**src/rtl/p_mul_issue.sv**
```systemverilog
// Issue/retire stage in front of the packed multiplier p_mul: accepts requests, holds the
// multiplier valid level for the whole operation, and buffers the response for writeback.
// Optional feature: `P_MUL_ISSUE_ZERO_SKIP_EN completes requests with a zero operand without the multiplier.
module p_mul_issue #(
    parameter int unsigned TAG_W = 5
) (
    input  logic             clock,
    input  logic             resetn,
    input  logic             flush,

    input  logic             req_valid,
    output logic             req_ready,
    input  logic             req_mul_l,
    input  logic             req_mul_h,
    input  logic             req_clmul,
    input  logic [4:0]       req_pw,
    input  logic [31:0]      req_rs1,
    input  logic [31:0]      req_rs2,
    input  logic [TAG_W-1:0] req_tag,

    output logic             mul_valid,
    input  logic             mul_ready,
    output logic             mul_mul_l,
    output logic             mul_mul_h,
    output logic             mul_clmul,
    output logic [4:0]       mul_pw,
    output logic [31:0]      mul_crs1,
    output logic [31:0]      mul_crs2,
    input  logic [31:0]      mul_result,

    output logic             rsp_valid,
    input  logic             rsp_ready,
    output logic [31:0]      rsp_result,
    output logic             rsp_err,
    output logic [TAG_W-1:0] rsp_tag
);

    localparam int unsigned XLEN = 32;
    localparam int unsigned PW_W = 5;

    typedef enum logic [1:0] {
        IDLE = 2'd0,
        BUSY = 2'd1,
        DONE = 2'd2
    } state_t;

    state_t state;
    state_t state_nxt;
    state_t accept_state;

    logic             accept;
    logic             req_bad;
    logic             req_skip;
    logic             pw_ok;
    logic             op_ok;

    logic             mul_valid_nxt;
    logic             mul_mul_l_nxt;
    logic             mul_mul_h_nxt;
    logic             mul_clmul_nxt;
    logic [PW_W-1:0]  mul_pw_nxt;
    logic [XLEN-1:0]  mul_crs1_nxt;
    logic [XLEN-1:0]  mul_crs2_nxt;
    logic             rsp_valid_nxt;
    logic [XLEN-1:0]  rsp_result_nxt;
    logic             rsp_err_nxt;
    logic [TAG_W-1:0] rsp_tag_nxt;

    // Pack width 2 is not supported by the multiplier, so only 32/16/8/4 are legal.
    assign pw_ok   = (req_pw == 5'b00001) || (req_pw == 5'b00010)
                  || (req_pw == 5'b00100) || (req_pw == 5'b01000);
    assign op_ok   = $onehot({req_mul_l, req_mul_h, req_clmul});
    assign req_bad = !(pw_ok && op_ok);

`ifdef P_MUL_ISSUE_ZERO_SKIP_EN
    assign req_skip = !req_bad && ((req_rs1 == '0) || (req_rs2 == '0));
`else
    assign req_skip = 1'b0;
`endif

    // A slot opens when idle or when the held response drains this cycle.
    assign req_ready = resetn && !flush
                    && ((state == IDLE) || ((state == DONE) && rsp_ready));
    assign accept       = req_valid && req_ready;
    assign accept_state = (req_bad || req_skip) ? DONE : BUSY;

    // State and output registers
    always_ff @(posedge clock) begin
        if (!resetn) begin
            state      <= IDLE;
            mul_valid  <= 1'b0;
            mul_mul_l  <= 1'b0;
            mul_mul_h  <= 1'b0;
            mul_clmul  <= 1'b0;
            mul_pw     <= '0;
            mul_crs1   <= '0;
            mul_crs2   <= '0;
            rsp_valid  <= 1'b0;
            rsp_result <= '0;
            rsp_err    <= 1'b0;
            rsp_tag    <= '0;
        end else begin
            state      <= state_nxt;
            mul_valid  <= mul_valid_nxt;
            mul_mul_l  <= mul_mul_l_nxt;
            mul_mul_h  <= mul_mul_h_nxt;
            mul_clmul  <= mul_clmul_nxt;
            mul_pw     <= mul_pw_nxt;
            mul_crs1   <= mul_crs1_nxt;
            mul_crs2   <= mul_crs2_nxt;
            rsp_valid  <= rsp_valid_nxt;
            rsp_result <= rsp_result_nxt;
            rsp_err    <= rsp_err_nxt;
            rsp_tag    <= rsp_tag_nxt;
        end
    end

    // Next-state logic; flush wins over every handshake
    always_comb begin
        state_nxt = state;
        if (flush) begin
            state_nxt = IDLE;
        end else begin
            case (state)
                IDLE: begin
                    if (accept) state_nxt = accept_state;
                end
                BUSY: begin
                    if (mul_ready) state_nxt = DONE;
                end
                DONE: begin
                    if (rsp_ready) state_nxt = accept ? accept_state : IDLE;
                end
                default: state_nxt = IDLE;
            endcase
        end
    end

    // Next values of the registered outputs
    always_comb begin
        mul_valid_nxt  = mul_valid;
        mul_mul_l_nxt  = mul_mul_l;
        mul_mul_h_nxt  = mul_mul_h;
        mul_clmul_nxt  = mul_clmul;
        mul_pw_nxt     = mul_pw;
        mul_crs1_nxt   = mul_crs1;
        mul_crs2_nxt   = mul_crs2;
        rsp_valid_nxt  = rsp_valid;
        rsp_result_nxt = rsp_result;
        rsp_err_nxt    = rsp_err;
        rsp_tag_nxt    = rsp_tag;

        if (flush) begin
            mul_valid_nxt = 1'b0;
            rsp_valid_nxt = 1'b0;
        end else begin
            case (state)
                BUSY: begin
                    // Dropping valid after the finish pulse lets the multiplier rewind its count.
                    if (mul_ready) begin
                        mul_valid_nxt  = 1'b0;
                        rsp_valid_nxt  = 1'b1;
                        rsp_result_nxt = mul_result;
                        rsp_err_nxt    = 1'b0;
                    end
                end
                DONE: begin
                    if (rsp_ready) rsp_valid_nxt = 1'b0;
                end
                default: ;
            endcase

            if (accept) begin
                mul_mul_l_nxt = req_mul_l;
                mul_mul_h_nxt = req_mul_h;
                mul_clmul_nxt = req_clmul;
                mul_pw_nxt    = req_pw;
                mul_crs1_nxt  = req_rs1;
                mul_crs2_nxt  = req_rs2;
                rsp_tag_nxt   = req_tag;
                if (req_bad) begin
                    mul_valid_nxt  = 1'b0;
                    rsp_valid_nxt  = 1'b1;
                    rsp_err_nxt    = 1'b1;
                    rsp_result_nxt = '0;
                end else if (req_skip) begin
                    mul_valid_nxt  = 1'b0;
                    rsp_valid_nxt  = 1'b1;
                    rsp_err_nxt    = 1'b0;
                    rsp_result_nxt = '0;
                end else begin
                    mul_valid_nxt  = 1'b1;
                    rsp_valid_nxt  = 1'b0;
                end
            end
        end
    end

endmodule

```
**config.mk**
```make
export PLATFORM = sky130hd
export DESIGN_NAME = p_mul_issue
export DESIGN_NICKNAME = d
export VERILOG_FILES = /design/src/rtl/p_mul_issue.sv
export SDC_FILE = /design/constraint.sdc
export NUM_CORES = 1
export LEC_CHECK = 0
export BUFFER_PORTS_ARGS = -buffer_cell sky130_fd_sc_hd__buf_2
export CAP_MARGIN = 20
export CORE_ASPECT_RATIO = 0.9
export CORE_MARGIN = 5
export CORE_UTILIZATION = 47
export DETAILED_ROUTE_END_ITERATION = 7
export PLACE_DENSITY_LB_ADDON = 0.12
export SETUP_SLACK_MARGIN = 0.5
export SLEW_MARGIN = 20
export SYNTH_ARGS = -nofsm -noshare
export SYNTH_HDL_FRONTEND = slang
export SYNTH_SLANG_ARGS = --single-unit
```
**constraint.sdc**
```tcl
create_clock -name clock -period 1.8 [get_ports clock]
set_input_delay 0.18 -clock clock [delete_from_list [all_inputs] [get_ports clock]]
set_output_delay 0.18 -clock clock [all_outputs]
set_load 0.1 [all_outputs]
```
==> results.ini <==
[run_status]
run_status = finished clean

[detailed_routing]
ant_nets = 0
drt-met1-wl_mm = 7.71
post_drt_wl_per_cell_um = 21.8
drt_iter0_drc = 474
remaining_drc_errors = 0
num_vias = 5392
top_layer_used = met5
wl_mm = 19.1
wl_met3_mm = 1.75
drtPass1Iterations = 4
via_per_inst = 6.15
wl_met2_mm = 9.36

[setup_path]
crit_path_end_kind = flip-flop
worst_path_dominant_cell_family = flip-flops
worstPathMaxFanout = 17
cpPeakStageDelay_ns = 0.43
rrSetupSlack_ns = 0.34
r2r_end = rsp_result[10]
crit_path_start = state[0]
slowest_stage = dfxtp_4
r2r_start = state[0]
ff2ff_path_depth = 4
arrival_ns = 1.75
cp_cell_sequence = and4bb_4, buf_12, mux2i_2, a211oi_2
cp-start-kind = flip-flop
cp_data_required_time_ns = 2.09
crit_buf_inv = 1
critPathKind = reg2reg

[final_layout]
final_cell_mix = buf_4 (118), buf_2 (112), dfxtp_2 (79)
stdcell_count = 877
drive_gt1_share_pct = 66.0
syn_to_final_growth_pct = 65.0
fillers = 690
antenna_cells = 0
layout.nets = 847
final_common_cell = buf_4

[synth]
ys_seq_area_share_pct = 44.8
async_flop_share_pct = 0
syn_inst = 517
synth.avg_cell_area_um2 = 9.85
synth-warning-count = 0
synth_cell_type_count = 37
synth_nets = 633
synth_edf_count = 0
synth-main-ff-cell = dfxtp_1
synth_area_mm2 = 0.00509
ys_seq_elements = 114

[timing]
setup_viol = 0
tightest_slew_ns = 0.614
fin_hold_ws_ns = 0.0103
max_freq_mhz = 683
rsz0062_at_grt = yes
final.setup_skew_ns = 0.00839
slew_viol_final = 0
relSlewSlack_pct = 59.1
fin_crit_ns = 1.46
period_share_pct = 81.4
hold_violations = 0

[cts]
cts_max_path_buffers = 2
clkTransAtPathRegs_ns = 0.06
clock-sinks = 114
cts_tree = built
cts_made_buffers = 17
htree_levels = 4
holdBufCountCts = 0
clkLatencyLatePin_ns = 0.41
cts.root.buffer_cell = clkbuf_16

[global_route]
grt-ovfl-total = 0
antenna_found_initial = 1
grt_pass1_vias = 5192
grt_pass1_wl_mm = 26.8
track_usage_pct = 25.6
grt_max_degree = 79

[placed_design]
io_buffers = 227
dp_cells = 823
routabilityCongestion = 0.780
dp.final_hpwl_mm = 10.3

[pwr]
p_leak_uw = 0.00316
p_per_area_mw_per_mm2 = 905
max-vdd-ir-drop_uv = 712

[hold_path]
min_path_cells = 3
min_to = mul_crs1[12]
min_from = req_rs1[12]
worstHoldPathType = in2reg

[die]
rows = 36
core_area_mm2 = 0.0107
num_io_pins = 228
die_w_um = 120
fp.dieH_um = 109
initial_core_util_pct = 47.5
die_area_mm2 = 0.0130

[job]
cap_violations = 0

[cells by family (layout without fill, tap and decap cells)]
family / after synthesis / in the layout / share of synthesized area, %
compound gates: 197 / 197 / 28.2
xor+xnor: 2 / 2 / 0.344
fa+ha+maj: 1 / 1 / 0.393
buf+inv: 79 / 306 / 8.09
flops: 114 / 114 / 44.8
mux: 33 / 33 / 6.49
simple gates: 91 / 91 / 11.6
[worst max-delay path by stage]
stage	endpoint	slack, ns	cells past startpoint
2_1_floorplan	req_ready	-0.02	5
6_report	rsp_result[10]	0.34	4
5_1_grt	rsp_result[10]	0.28	4
4_1_cts	req_ready	0.32	3
3_5_place_dp	rsp_result[23]	-0.08	7
3_3_place_gp	rsp_result[31]	-0.02	7
[cells in the mapped netlist (2+ instances only)]
| cell type | instances | area, um2 |
|---|---|---|
| buf_6 | 2 | 22.5 |
| nor2b_1 | 2 | 12.5 |
| a21oi_1 | 78 | 390 |
| a211oi_1 | 3 | 22.5 |
| o31ai_1 | 77 | 578 |
| a32o_1 | 2 | 20.0 |
| dfxtp_1 | 114 | 2280 |
| buf_8 | 3 | 45.0 |
| buf_1 | 2 | 7.51 |
| buf_2 | 26 | 130 |
| a211oi_2 | 29 | 363 |
| inv_1 | 3 | 11.3 |
| xor2_1 | 2 | 17.5 |
| clkbuf_1 | 31 | 116 |
| nand2b_1 | 3 | 18.8 |
| nand4_1 | 77 | 482 |
| buf_4 | 9 | 67.6 |
| mux2i_1 | 33 | 330 |
| inv_2 | 3 | 11.3 |
[what timing repair did]
action | 4_1_cts | 5_1_grt
endpoints found under the setup margin | 226 | 106
buffers inserted | 6 | 3
gates resized for setup | 147 | 89
pin swaps | 1 | 17
gates cloned | 3 | 10
[through the flow]
stage,util [%],total power (uW),TNS [ns],instance area [um2],worst slack (ns)
floorplan,-,3410,-0.0193,5250,-0.0193
global placement,60.0,3680,-0.184,6430,-0.0209
detailed placement,60.0,3690,-1.18,6430,-0.0761
CTS,71.5,7500,0,7660,0.319
global route,78.4,7820,0,8400,0.282
finish,78.4,7600,0,8400,0.335
[per-layer routing]
layer	global-route usage [%]	up-vias
met1	31.0	2640
met2	43.0	258
li1	-	2459
met5	0	-
met3	9.65	33
met4	7.28	2
[flip-flops by register name, indices dropped and copies added (netlist names)]
| name | cells |
|---|---|
| mul_mul_l | 1 |
| rsp_tag | 5 |
| mul_pw | 5 |
| mul_valid | 1 |
| mul_clmul | 1 |
| rsp_result | 32 |
| rsp_err | 1 |
| mul_crs2 | 32 |
| mul_crs1 | 32 |
| mul_mul_h | 1 |
| state | 2 |
| rsp_valid | 1 |
[report_power, final]
part / leakage [uW] / internal, uW / switching, uW / total, uW
Combinational: 0.00189 / 368 / 836 / 1200
Sequential: 0.000962 / 2600 / 50.1 / 2650
Clock: 0.000311 / 2530 / 1220 / 3750
[cell type report]
| cell class | count | area [um2] | share of cell area [%] |
|---|---|---|---|
| clock inverter | 13 | 208 | 2.47 |
| multi-input combinational | 324 | 2960 | 35.3 |
| inverter | 6 | 32.5 | 0.387 |
| timing repair buffer | 268 | 2190 | 26.1 |
| tap | 133 | 166 | 1.98 |
| sequential | 114 | 2390 | 28.4 |
| clock buffer | 19 | 453 | 5.39 |
[tightest hold or removal path: cells and delay by family]
| family | cells | cell delay (ns) |
|---|---|---|
| AND/OR/NAND/NOR | 1 | 0.06 |
| AO/OA/AOI/OAI | 1 | 0.05 |
| buffers and inverters | 1 | 0.10 |
Note: power is estimated with default switching activity, not from simulation.
